**src/rtl/control_pkg.sv**
```systemverilog
// control_pkg: opcodes, aluOp encodings and bundle widths shared by the control unit
package control_pkg;
   localparam int OPCODE_WIDTH = 6;
   localparam int WB_W  = 2;
   localparam int MEM_W = 3;
   localparam int EX_W  = 4;
   localparam logic [OPCODE_WIDTH-1:0] OP_RTYPE = 6'h00;
   localparam logic [OPCODE_WIDTH-1:0] OP_LW    = 6'h01;
   localparam logic [OPCODE_WIDTH-1:0] OP_SW    = 6'h02;
   localparam logic [OPCODE_WIDTH-1:0] OP_BEQ   = 6'h03;
   localparam logic [OPCODE_WIDTH-1:0] OP_ADDI  = 6'h04;
   localparam logic [OPCODE_WIDTH-1:0] OP_ANDI  = 6'h05;
   localparam logic [1:0] ALUOP_ADD   = 2'b00;
   localparam logic [1:0] ALUOP_SUB   = 2'b01;
   localparam logic [1:0] ALUOP_FUNCT = 2'b10;
   localparam logic [1:0] ALUOP_LOGIC = 2'b11;
endpackage

```
**src/rtl/control_decode.sv**
```systemverilog
// control_decode: combinational opcode-to-control-bundle table
module control_decode
   import control_pkg::*;
(
   input  logic [OPCODE_WIDTH-1:0] op_code,
   output logic [WB_W-1:0]         wb,
   output logic [MEM_W-1:0]        mem,
   output logic [EX_W-1:0]         ex,
   output logic                    illegal
);
   // table lookup; unknown opcodes become a bubble flagged as illegal
   always_comb begin
      wb      = '0;
      mem     = '0;
      ex      = '0;
      illegal = 1'b0;
      case (op_code)
         OP_RTYPE: begin wb = 2'b10; ex = {1'b1, ALUOP_FUNCT, 1'b0}; end
         OP_LW:    begin wb = 2'b11; mem = 3'b010; ex = {1'b0, ALUOP_ADD, 1'b1}; end
         OP_SW:    begin mem = 3'b001; ex = {1'b0, ALUOP_ADD, 1'b1}; end
         OP_BEQ:   begin mem = 3'b100; ex = {1'b0, ALUOP_SUB, 1'b0}; end
         OP_ADDI:  begin wb = 2'b10; ex = {1'b0, ALUOP_ADD, 1'b1}; end
         OP_ANDI:  begin wb = 2'b10; ex = {1'b0, ALUOP_LOGIC, 1'b1}; end
         default:  illegal = 1'b1;
      endcase
   end
endmodule

```
**src/rtl/control_unit.sv**
```systemverilog
// control_unit: decode-stage main decoder with registered, flushable control bundles
module control_unit
   import control_pkg::*;
(
   input  logic                    clk,
   input  logic                    rst,
   input  logic [OPCODE_WIDTH-1:0] opCode,
   input  logic                    flush,
   output logic [WB_W-1:0]         writeBackControl,
   output logic [MEM_W-1:0]        memAccessControl,
   output logic [EX_W-1:0]         calculationControl,
   output logic                    illegalOp
);
   logic [WB_W-1:0]  dec_wb, wb_d, wb_q;
   logic [MEM_W-1:0] dec_mem, mem_d, mem_q;
   logic [EX_W-1:0]  dec_ex, ex_d, ex_q;
   logic             dec_illegal, illegal_d, illegal_q;

   control_decode u_decode (
      .op_code (opCode),
      .wb      (dec_wb),
      .mem     (dec_mem),
      .ex      (dec_ex),
      .illegal (dec_illegal)
   );

   // flush replaces the decoded bundles with a bubble
   always_comb begin
      wb_d      = flush ? '0 : dec_wb;
      mem_d     = flush ? '0 : dec_mem;
      ex_d      = flush ? '0 : dec_ex;
      illegal_d = flush ? 1'b0 : dec_illegal;
   end

   // output register; reset loads a bubble and overrides everything
   always_ff @(posedge clk) begin
      if (!rst) begin
         wb_q      <= '0;
         mem_q     <= '0;
         ex_q      <= '0;
         illegal_q <= 1'b0;
      end else begin
         wb_q      <= wb_d;
         mem_q     <= mem_d;
         ex_q      <= ex_d;
         illegal_q <= illegal_d;
      end
   end

   assign writeBackControl   = wb_q;
   assign memAccessControl   = mem_q;
   assign calculationControl = ex_q;
   assign illegalOp          = illegal_q;
endmodule

```
**config.mk**
```make
export PLATFORM = sky130hd
export DESIGN_NAME = control_unit
export DESIGN_NICKNAME = d
export VERILOG_FILES = /design/src/rtl/control_pkg.sv /design/src/rtl/control_decode.sv /design/src/rtl/control_unit.sv
export SDC_FILE = /design/constraint.sdc
export NUM_CORES = 1
export LEC_CHECK = 0
export ABC_AREA = 1
export ABC_CLOCK_PERIOD_IN_PS = 800
export CAP_MARGIN = 25
export CORE_AREA = 2 2 39 41
export DETAILED_ROUTE_END_ITERATION = 16
export DIE_AREA = 0 0 41 43
export PLACE_DENSITY_LB_ADDON = 0.15
export SLEW_MARGIN = 20
export SYNTH_ARGS = -nofsm -noshare
export SYNTH_HDL_FRONTEND = slang
export SYNTH_SLANG_ARGS = --single-unit
```
**constraint.sdc**
```tcl
create_clock -name clk -period 0.8 [get_ports clk]
set_input_delay 0.16 -clock clk [delete_from_list [all_inputs] [get_ports clk]]
set_output_delay 0.16 -clock clk [all_outputs]
set_load 0.02 [all_outputs]
```
Word level (Yosys, flattened, before mapping). Index checks and enable logic that the tools add are counted.

Flip-flop bits (word level): 10.

Reduce and logical (&&, ||, !) cells: 5. Bitwise gates (word level): 1. Equality and inequality tests: 5. Multiplexer cells: 4.

Operators by type and width (count): $pmux W4 S4 (1); $eq A6 B2 Y1 const B (2); $eq A6 B3 Y1 const B (2); $pmux W3 S3 (1); $eq A6 B1 Y1 const B (1); $logic_not A6 Y1 (1); $reduce_or A3 Y1 (2); $reduce_or A6 Y1 (1); $pmux W2 S2 (1); $reduce_or A2 Y1 (1); $mux W1 (1); $not A1 Y1 (1).

Logic depth before layout (Yosys ltp). Gate-level depths: netlist of the first run.

Word-level depth: 3. Gate-level depth with buffers: 5. Depth with buffers taken out: 5.

By module. From an unflattened synthesis of the first run, not the netlist that was laid out.

Cell total of the unflattened synthesis: 59. Area total of the unflattened synthesis: 436.7 sq um.

Modules (own cells, without submodules): control_unit (times used 1, seq. area each 200.2 sq um, area an instance 290.3 sq um, cells each 32); control_decode (times used 1, seq. area each 0.0 sq um, area an instance 146.4 sq um, cells each 27).

Least setup slack after synthesis of the first run. Ideal clock, no wire load.

Path type: register to output. Start: register wb_q[0], in the netlist writeBackControl[0]. End: output writeBackControl[0]. Stages on the path, launching flop included: 2. Arrival time: 0.595 ns. Setup slack: 0.045 ns. Required time: 0.640 ns. Path buffers: 1. Path through: dfxtp_1 > buf_4.

RTL lines: from (decl) (RTL line control_unit.sv:14) `logic [WB_W-1:0] dec_wb, wb_d, wb_q;`; from (signal assigned) (RTL line control_unit.sv:43) `wb_q <= wb_d;`; to (decl) (RTL line control_unit.sv:9) `output logic [WB_W-1:0] writeBackControl,`.

No word-level cell between the ends.

Worst setup path after layout of the first run.
Start: register wb_q[0], in the netlist writeBackControl[0]. End: output writeBackControl[0].

No word-level cell between the ends.

==> results.md, run 1 <==
| Group | Item | Reported |
| --- | --- | --- |
| floorplanning | I/O pin count | 19 |
| worst setup path | Type of element capturing the critical path | primary output |
| detailed routing | Via density | 4.18 |
| clocking | Clock net sink count | 9 |
| timing | Hold Violations, Final | 0 |
| timing | Unrepaired setup endpoints after global routing | true |
| timing | Final cycle utilization of the critical path | 1.08 |
| worst setup path | Worst setup endpoint | writeBackControl[0] |
| global route | Maximum number of pins on one net before global-route repair | 7 |
| timing | Peak clock frequency supported by timing | 1150 MHz |
| power | Static leakage | 0.000347 uW |
| synthesis | Compound-cell area share of the yosys netlist | 0.0391 |
| clocking | Library cell used as clock root buffer | sky130_fd_sc_hd__clkbuf_4 |
| worst setup path | Cell family with most CP delay | flip-flops |
| timing | Final-layout worst hold slack | 357 ps |
| synthesis | Post-synthesis share of cell area spent on full adders, half adders and majority gates | 0 |
| synthesis | Warnings from Yosys | 0 |
| worst setup path | List of cells traversed by the critical path | buf_6 |
| status | Violations in the final reports | setup timing |
| synthesis | Post-synthesis share of cell area spent on and, or, nand and nor gates | 0.331 |
| power | Power, Total | 922 uW |
| flow run | Max-cap viol count | 0 |
| worst setup path | Req. time, crit path | 640 ps |
| synthesis | Dominant cell type by area after synthesis | sky130_fd_sc_hd__dfxtp_1 |
| detailed routing | First-pass iteration count of the detailed router | 2 |
| detailed routing | Post-route antenna net violation count | 0 |
| synthesis | Flop and latch count out of synthesis | 9 |
| synthesis | Netlist area before placement | 352 sq um |
| synthesis | Fraction of synthesized cell area in xor and xnor cells | 0 |
| finish | Count of inserted antenna diode cells | 0 |
| synthesis | Top cells by area, synth | sky130_fd_sc_hd__dfxtp_1, sky130_fd_sc_hd__nand3_1, sky130_fd_sc_hd__inv_1 |
| placed design | Dpl hpwl | 533 um |
| synthesis | Share of the synthesized area in the top cell type | 0.512 |
| clocking | CTS clk-pin slew, worst paths | 60 ps |
| floorplanning | Width of the chip | 41 um |
| clocking | Quantity of hold-fixing buffers added after cts | 0 |
| synthesis | Post-synthesis cell count | 46 |
| timing | Summed negative setup slack over all endpoints | -484 ps |
| floorplanning | Row Count | 14 |
| power | Maximum vdd drop | 0.495 mV |
| clocking | TritonCTS clock tree | done |
| finish | Count of nets after finishing | 82 |
| worst setup path | Data arrival at the endpoint of the critical path | 710 ps |
| global route | Overflow left after global routing | 0 |
| floorplanning | Initial Util | 0.254 |
| finish | Share of layout cells above drive strength 1 | 0.569 |
| detailed routing | Total wirelength of the detailed-routed design | 777 um |
| worst setup path | Type of the worst setup path | reg2out |
| worst setup path | Critical-path top delay cell | sky130_fd_sc_hd__dfxtp_2 |
| placed design | GPL Wtd Cong | 0.838 |
| worst setup path | Crit path launch | writeBackControl[0] |
| worst setup path | Slowest cell delay on critical path | 340 ps |
| clocking | Max clock buf depth | 2 |
| power | Power density relative to cell area | 1410 nW/um^2 |
| clocking | CTS Buf Count | 3 |
| floorplanning | Full die area | 1760 sq um |
| synthesis | Dominant combinational cell family by area after synthesis | simple AND/OR/NAND/NOR gates |
| timing | Crit path setup slack, layout | -66.6 ps |
| worst setup path | Buffer and inverter count on the worst path | 1 |
| hold path | Class of the most critical hold timing path | in2reg |
| worst setup path | Number of cells on the critical path | 1 |
| floorplanning | Area inside the core boundary | 1380 sq um |
| worst setup path | Highest net fanout along the worst path | 2 |
| synthesis | Average footprint of a synthesized cell | 7.64 sq um |
| finish | Area Growth Syn to Fin | 85.8% |
| synthesis | Syn Nets | 55 |
| timing | Count of endpoints failing setup in the final report | 10 |
| clocking | Maximum level of the CTS H-tree | 1 |
| detailed routing | Vias after detailed routing | 368 |
| detailed routing | Count of unresolved DRC violations after routing | 0 |
| global route | Via count of the first global-routing pass | 319 |
| global route | Initial antenna violation count | 0 |
| detailed routing | Average wire per cell in the routed design | 8.83 um |
| synthesis | Mux cell area share after synthesis | 0 |
| status | Outcome | complete, but fails checks |
| placed design | Total placed cells including tap cells | 82 |
| global route | Wire length of the first global-routing pass | 1270 um |
| placed design | Number of input and output port buffers inserted | 18 |
| finish | Final std cells w/o fill | 88 |
| timing | Time the final worst path needs with I/O delays and setup | 867 ps |
| timing | Max-slew violation count | 0 |
| synthesis | Share of the yosys chip area belonging to registers | 0.512 |
| worst setup path | Startpoint type of the worst setup path | flop |
| synthesis | Post-synthesis cell type count | 12 |
| detailed routing | Violation count after the first detailed-route iteration | 7 |
| timing | Worst slew margin | 0.917 |
| finish | Utilization after layout | 0.472 |
| timing | Slew at the pin closest to its max-slew limit | 124 ps |
| floorplanning | Die height | 43 um |
| global route | Global-route total usage across every layer | 0.114 |
logic make-up (layout without fill, tap and decap cells):
| group | count (synthesis) | count (layout) |
|---|---|---|
| simple gates | 25 | 25 |
| buf+inv | 10 | 36 |
| flops | 9 | 9 |
| compound gates | 2 | 2 |
layer usage:
layer | up-vias | wire (um) | track usage | part of all wire
li1 | 187 | - | - | -
met1 | 163 | 281 | 0.121 | 0.36
met2 | 14 | 430 | 0.163 | 0.55
met3 | 4 | 44 | 0.0471 | 0.057
met4 | 0 | 19 | 0.100 | 0.024
met5 | - | 0 | 0 | 0
report_power, final:
part,switching [uW],internal [uW]
combinational,63.8,62.7
sequential,2.34,454
clock,147,192
total,213,709
Yosys cell counts (all sizes together):
cell type	number
a21oi	1
buf	1
dfxtp	9
inv	9
nand2	10
nand3	6
nor2	9
o21ai	1
worst min-delay path by stage:
stage	end	depth (start not counted)	startpoint	slack (ps)
after detailed placement	memAccessControl[2]	4	opCode[1]	890
after CTS	writeBackControl[0]	4	opCode[4]	370
after global routing	illegalOp	3	opCode[4]	380
final	illegalOp	3	opCode[4]	360
after global placement	illegalOp	3	opCode[4]	890
after floorplan	memAccessControl[2]	2	opCode[1]	300
final cells by class:
| class | instances | area [sq um] |
|---|---|---|
| clock buffer | 4 | 26.3 |
| fill | 142 | 731 |
| inverter | 9 | 33.8 |
| multi-input combinational | 27 | 158 |
| sequential | 9 | 191 |
| tap | 16 | 20.0 |
| timing repair buffer | 23 | 224 |
layout by cell type (no fill, tap or decap), types with 2 or more instances in the layout:
master and count:
sky130_fd_sc_hd__dfxtp_2 9, sky130_fd_sc_hd__nand3_1 3, sky130_fd_sc_hd__inv_2 3, sky130_fd_sc_hd__nand3_2 3, sky130_fd_sc_hd__clkbuf_4 3, sky130_fd_sc_hd__nand2_2 4, sky130_fd_sc_hd__nor2_1 6, sky130_fd_sc_hd__nand2_1 6
sky130_fd_sc_hd__dlygate4sd2_1 8, sky130_fd_sc_hd__inv_1 6, sky130_fd_sc_hd__buf_4 4, sky130_fd_sc_hd__nor2_4 2, sky130_fd_sc_hd__buf_6 11
metrics by stage:
step	setup WS (ps)	area, sq um
floorplan	45.1	352
global placement	-384	567
detailed placement	-372	567
CTS	-67.9	638
global route	-93.4	653
finish	-66.6	653
sequential cells by signal, summed over array words and instances (netlist names):
register            flops
memAccessControl        2
writeBackControl        2
illegalOp               1
calculationControl      4
what timing repair did:
action,in CTS,in global routing
pin swaps,7,1
gates cloned,0,0
hold endpoints to repair,0,0
setup buffers,0,2
endpoints found under the setup margin,19,11
gates resized for setup,87,0
Power figures use the tool's default switching activity.
==> run 2, diff against run 1 <==
--- a/config.mk
+++ b/config.mk
@@ -11,7 +11,9 @@
 export CORE_AREA = 2 2 39 41
 export DETAILED_ROUTE_END_ITERATION = 16
 export DIE_AREA = 0 0 41 43
+export HOLD_SLACK_MARGIN = 0.03
 export PLACE_DENSITY_LB_ADDON = 0.15
+export SKIP_LAST_GASP = 1
 export SLEW_MARGIN = 20
 export SYNTH_ARGS = -nofsm -noshare
 export SYNTH_HDL_FRONTEND = slang
==> constraint.sdc (replaced) <==
create_clock -name clk -period 0.8 [get_ports clk]
set_input_delay 0.2 -clock clk [delete_from_list [all_inputs] [get_ports clk]]
set_output_delay 0.2 -clock clk [all_outputs]
set_load 0.02 [all_outputs]
==> results.md, run 2 (synthesis gave the netlist of run 1 again) <==
| Group | Item | Reported |
| --- | --- | --- |
| status | Outcome | complete, but fails checks |
| status | Violations in the final reports | setup timing |
| detailed routing | Average wire per cell in the routed design | 9.22 um |
| global route | Wire length of the first global-routing pass | 1270 um |
| power | Static leakage | 0.000340 uW |
| detailed routing | Count of unresolved DRC violations after routing | 0 |
| finish | Area occupied by registers | 191 sq um |
| timing | Slew at the pin closest to its max-slew limit | 136 ps |
| clocking | Quantity of hold-fixing buffers added after cts | 0 |
| placed design | Dpl hpwl | 533 um |
| placed design | Total placed cells including tap cells | 82 |
| finish | Max reg flops | 4 |
| finish | Footprint of the multi-input gates | 173 sq um |
| flow run | Max-cap viol count | 0 |
| timing | Hold Violations, Final | 0 |
| placed design | GPL Wtd Cong | 0.838 |
| global route | Global-route total usage across every layer | 0.115 |
| worst setup path | Buffer and inverter count on the worst path | 1 |
| timing | Worst slew margin | 0.909 |
| finish | Count of inserted antenna diode cells | 0 |
| clocking | Library cell used as clock root buffer | sky130_fd_sc_hd__clkbuf_4 |
| placed design | Pre-CTS worst setup slack | -412 ps |
| floorplanning | Initial Util | 0.254 |
| global route | Maximum number of pins on one net before global-route repair | 7 |
| detailed routing | Total wirelength of the detailed-routed design | 802 um |
| global route | Via count of the first global-routing pass | 333 |
| clocking | CTS Buf Count | 3 |
| detailed routing | Post-route antenna net violation count | 0 |
| worst setup path | Cell family with most CP delay | flip-flops |
| placed design | Number of input and output port buffers inserted | 18 |
| finish | Most common library cell in the layout ignoring fill and taps | sky130_fd_sc_hd__buf_6 |
| timing | Time the final worst path needs with I/O delays and setup | 904 ps |
| worst setup path | Data arrival at the endpoint of the critical path | 700 ps |
| detailed routing | Violation count after the first detailed-route iteration | 5 |
| worst setup path | Type of element capturing the critical path | primary output |
| detailed routing | First-pass iteration count of the detailed router | 4 |
| finish | Share of layout cells above drive strength 1 | 0.606 |
| clocking | CTS clk-pin slew, worst paths | 60 ps |
| finish | Number of inserted filler cells in the final layout | 139 |
| finish | Most frequent cells in the layout | sky130_fd_sc_hd__buf_6, sky130_fd_sc_hd__dfxtp_2, sky130_fd_sc_hd__dlygate4sd2_1, sky130_fd_sc_hd__inv_1, sky130_fd_sc_hd__nand2_1 |
| timing | Final cycle utilization of the critical path | 1.13 |
| finish | Area Growth Syn to Fin | 87.5% |
| detailed routing | Vias after detailed routing | 374 |
| floorplanning | Area inside the core boundary | 1380 sq um |
| clocking | Maximum level of the CTS H-tree | 1 |
| finish | Utilization after layout | 0.476 |
| hold path | Class of the most critical hold timing path | in2reg |
| finish | Final std cells w/o fill | 87 |
| worst setup path | Critical-path top delay cell | sky130_fd_sc_hd__dfxtp_2 |
| finish | Count of nets after finishing | 81 |
| global route | Overflow left after global routing | 0 |
| worst setup path | Startpoint type of the worst setup path | flop |
| timing | Unrepaired setup endpoints after global routing | true |
| timing | Count of endpoints failing setup in the final report | 10 |
| floorplanning | Full die area | 1760 sq um |
| power | Power density relative to cell area | 1400 nW/um^2 |
| clocking | Max clock buf depth | 2 |
| worst setup path | Highest net fanout along the worst path | 2 |
| worst setup path | Type of the worst setup path | reg2out |
| clocking | TritonCTS clock tree | done |
| floorplanning | Die height | 43 um |
| detailed routing | Via density | 4.30 |
| worst setup path | List of cells traversed by the critical path | buf_6 |
| power | Maximum vdd drop | 0.497 mV |
| timing | Max-slew violation count | 0 |
| worst setup path | Slowest cell delay on critical path | 340 ps |
| floorplanning | Row Count | 14 |
| timing | Crit path setup slack, layout | -104 ps |
| floorplanning | Width of the chip | 41 um |
| global route | Initial antenna violation count | 0 |
| clocking | Clock net sink count | 9 |
| floorplanning | I/O pin count | 19 |
| worst setup path | Req. time, crit path | 600 ps |
| timing | Peak clock frequency supported by timing | 1110 MHz |
-- run 2: worst paths after layout --
kind                       startpoint                   to  slack (ps)  cells past startpoint
setup / recovery  writeBackControl[0]  writeBackControl[0]        -100                      1
hold / removal              opCode[5]            illegalOp         400                      3
-- run 2: report_power, final --
| group | switching (uW) | total (uW) | internal, uW | leakage, uW |
|---|---|---|---|---|
| Clock | 146 | 338 | 191 | 0.0000150 |
| Combinational | 69.9 | 130 | 60.4 | 0.000248 |
| Sequential | 2.33 | 457 | 454 | 0.0000772 |
-- run 2: metal layers --
metal | GRT usage | vias to the layer above | wire length (um)
met5 | 0 | - | 0
met4 | 0.100 | 0 | 36
met2 | 0.175 | 19 | 430
met1 | 0.111 | 165 | 278
met3 | 0.0471 | 5 | 58
li1 | - | 185 | -
-- run 2: final cells by class --
type / instances / share of cell area
well taps: 16 / 0.0304
clock buffers: 4 / 0.0398
inverters: 9 / 0.0550
flip-flops and latches: 9 / 0.290
multi-input cells: 27 / 0.262
repair buffers: 22 / 0.323
-- run 2: stage by stage --
stage               instance area [sq um]  hold slack [ps]  setup TNS (ps)  power, uW
floorplan                             352              339               0        507
global route                          659              424           -1160        983
finish                                659              401            -869        925
CTS                                   652              411            -918        926
global placement                      567              931           -6280        582
detailed placement                    567              930           -6270        582
-- run 2: what timing repair did --
item	in CTS	in global routing
setup endpoints to repair	19	14
pin swaps	9	2
gates resized for setup	88	3
buffers inserted	1	0
gates cloned	0	0
==> run 3, diff against run 2 <==
--- a/config.mk
+++ b/config.mk
@@ -6,7 +6,6 @@
 export NUM_CORES = 1
 export LEC_CHECK = 0
 export ABC_AREA = 1
-export ABC_CLOCK_PERIOD_IN_PS = 800
 export CAP_MARGIN = 25
 export CORE_AREA = 2 2 39 41
 export DETAILED_ROUTE_END_ITERATION = 16
==> results of run 3 <==
Same layout as run 2: the final DEF is identical, and so are final timing and power.
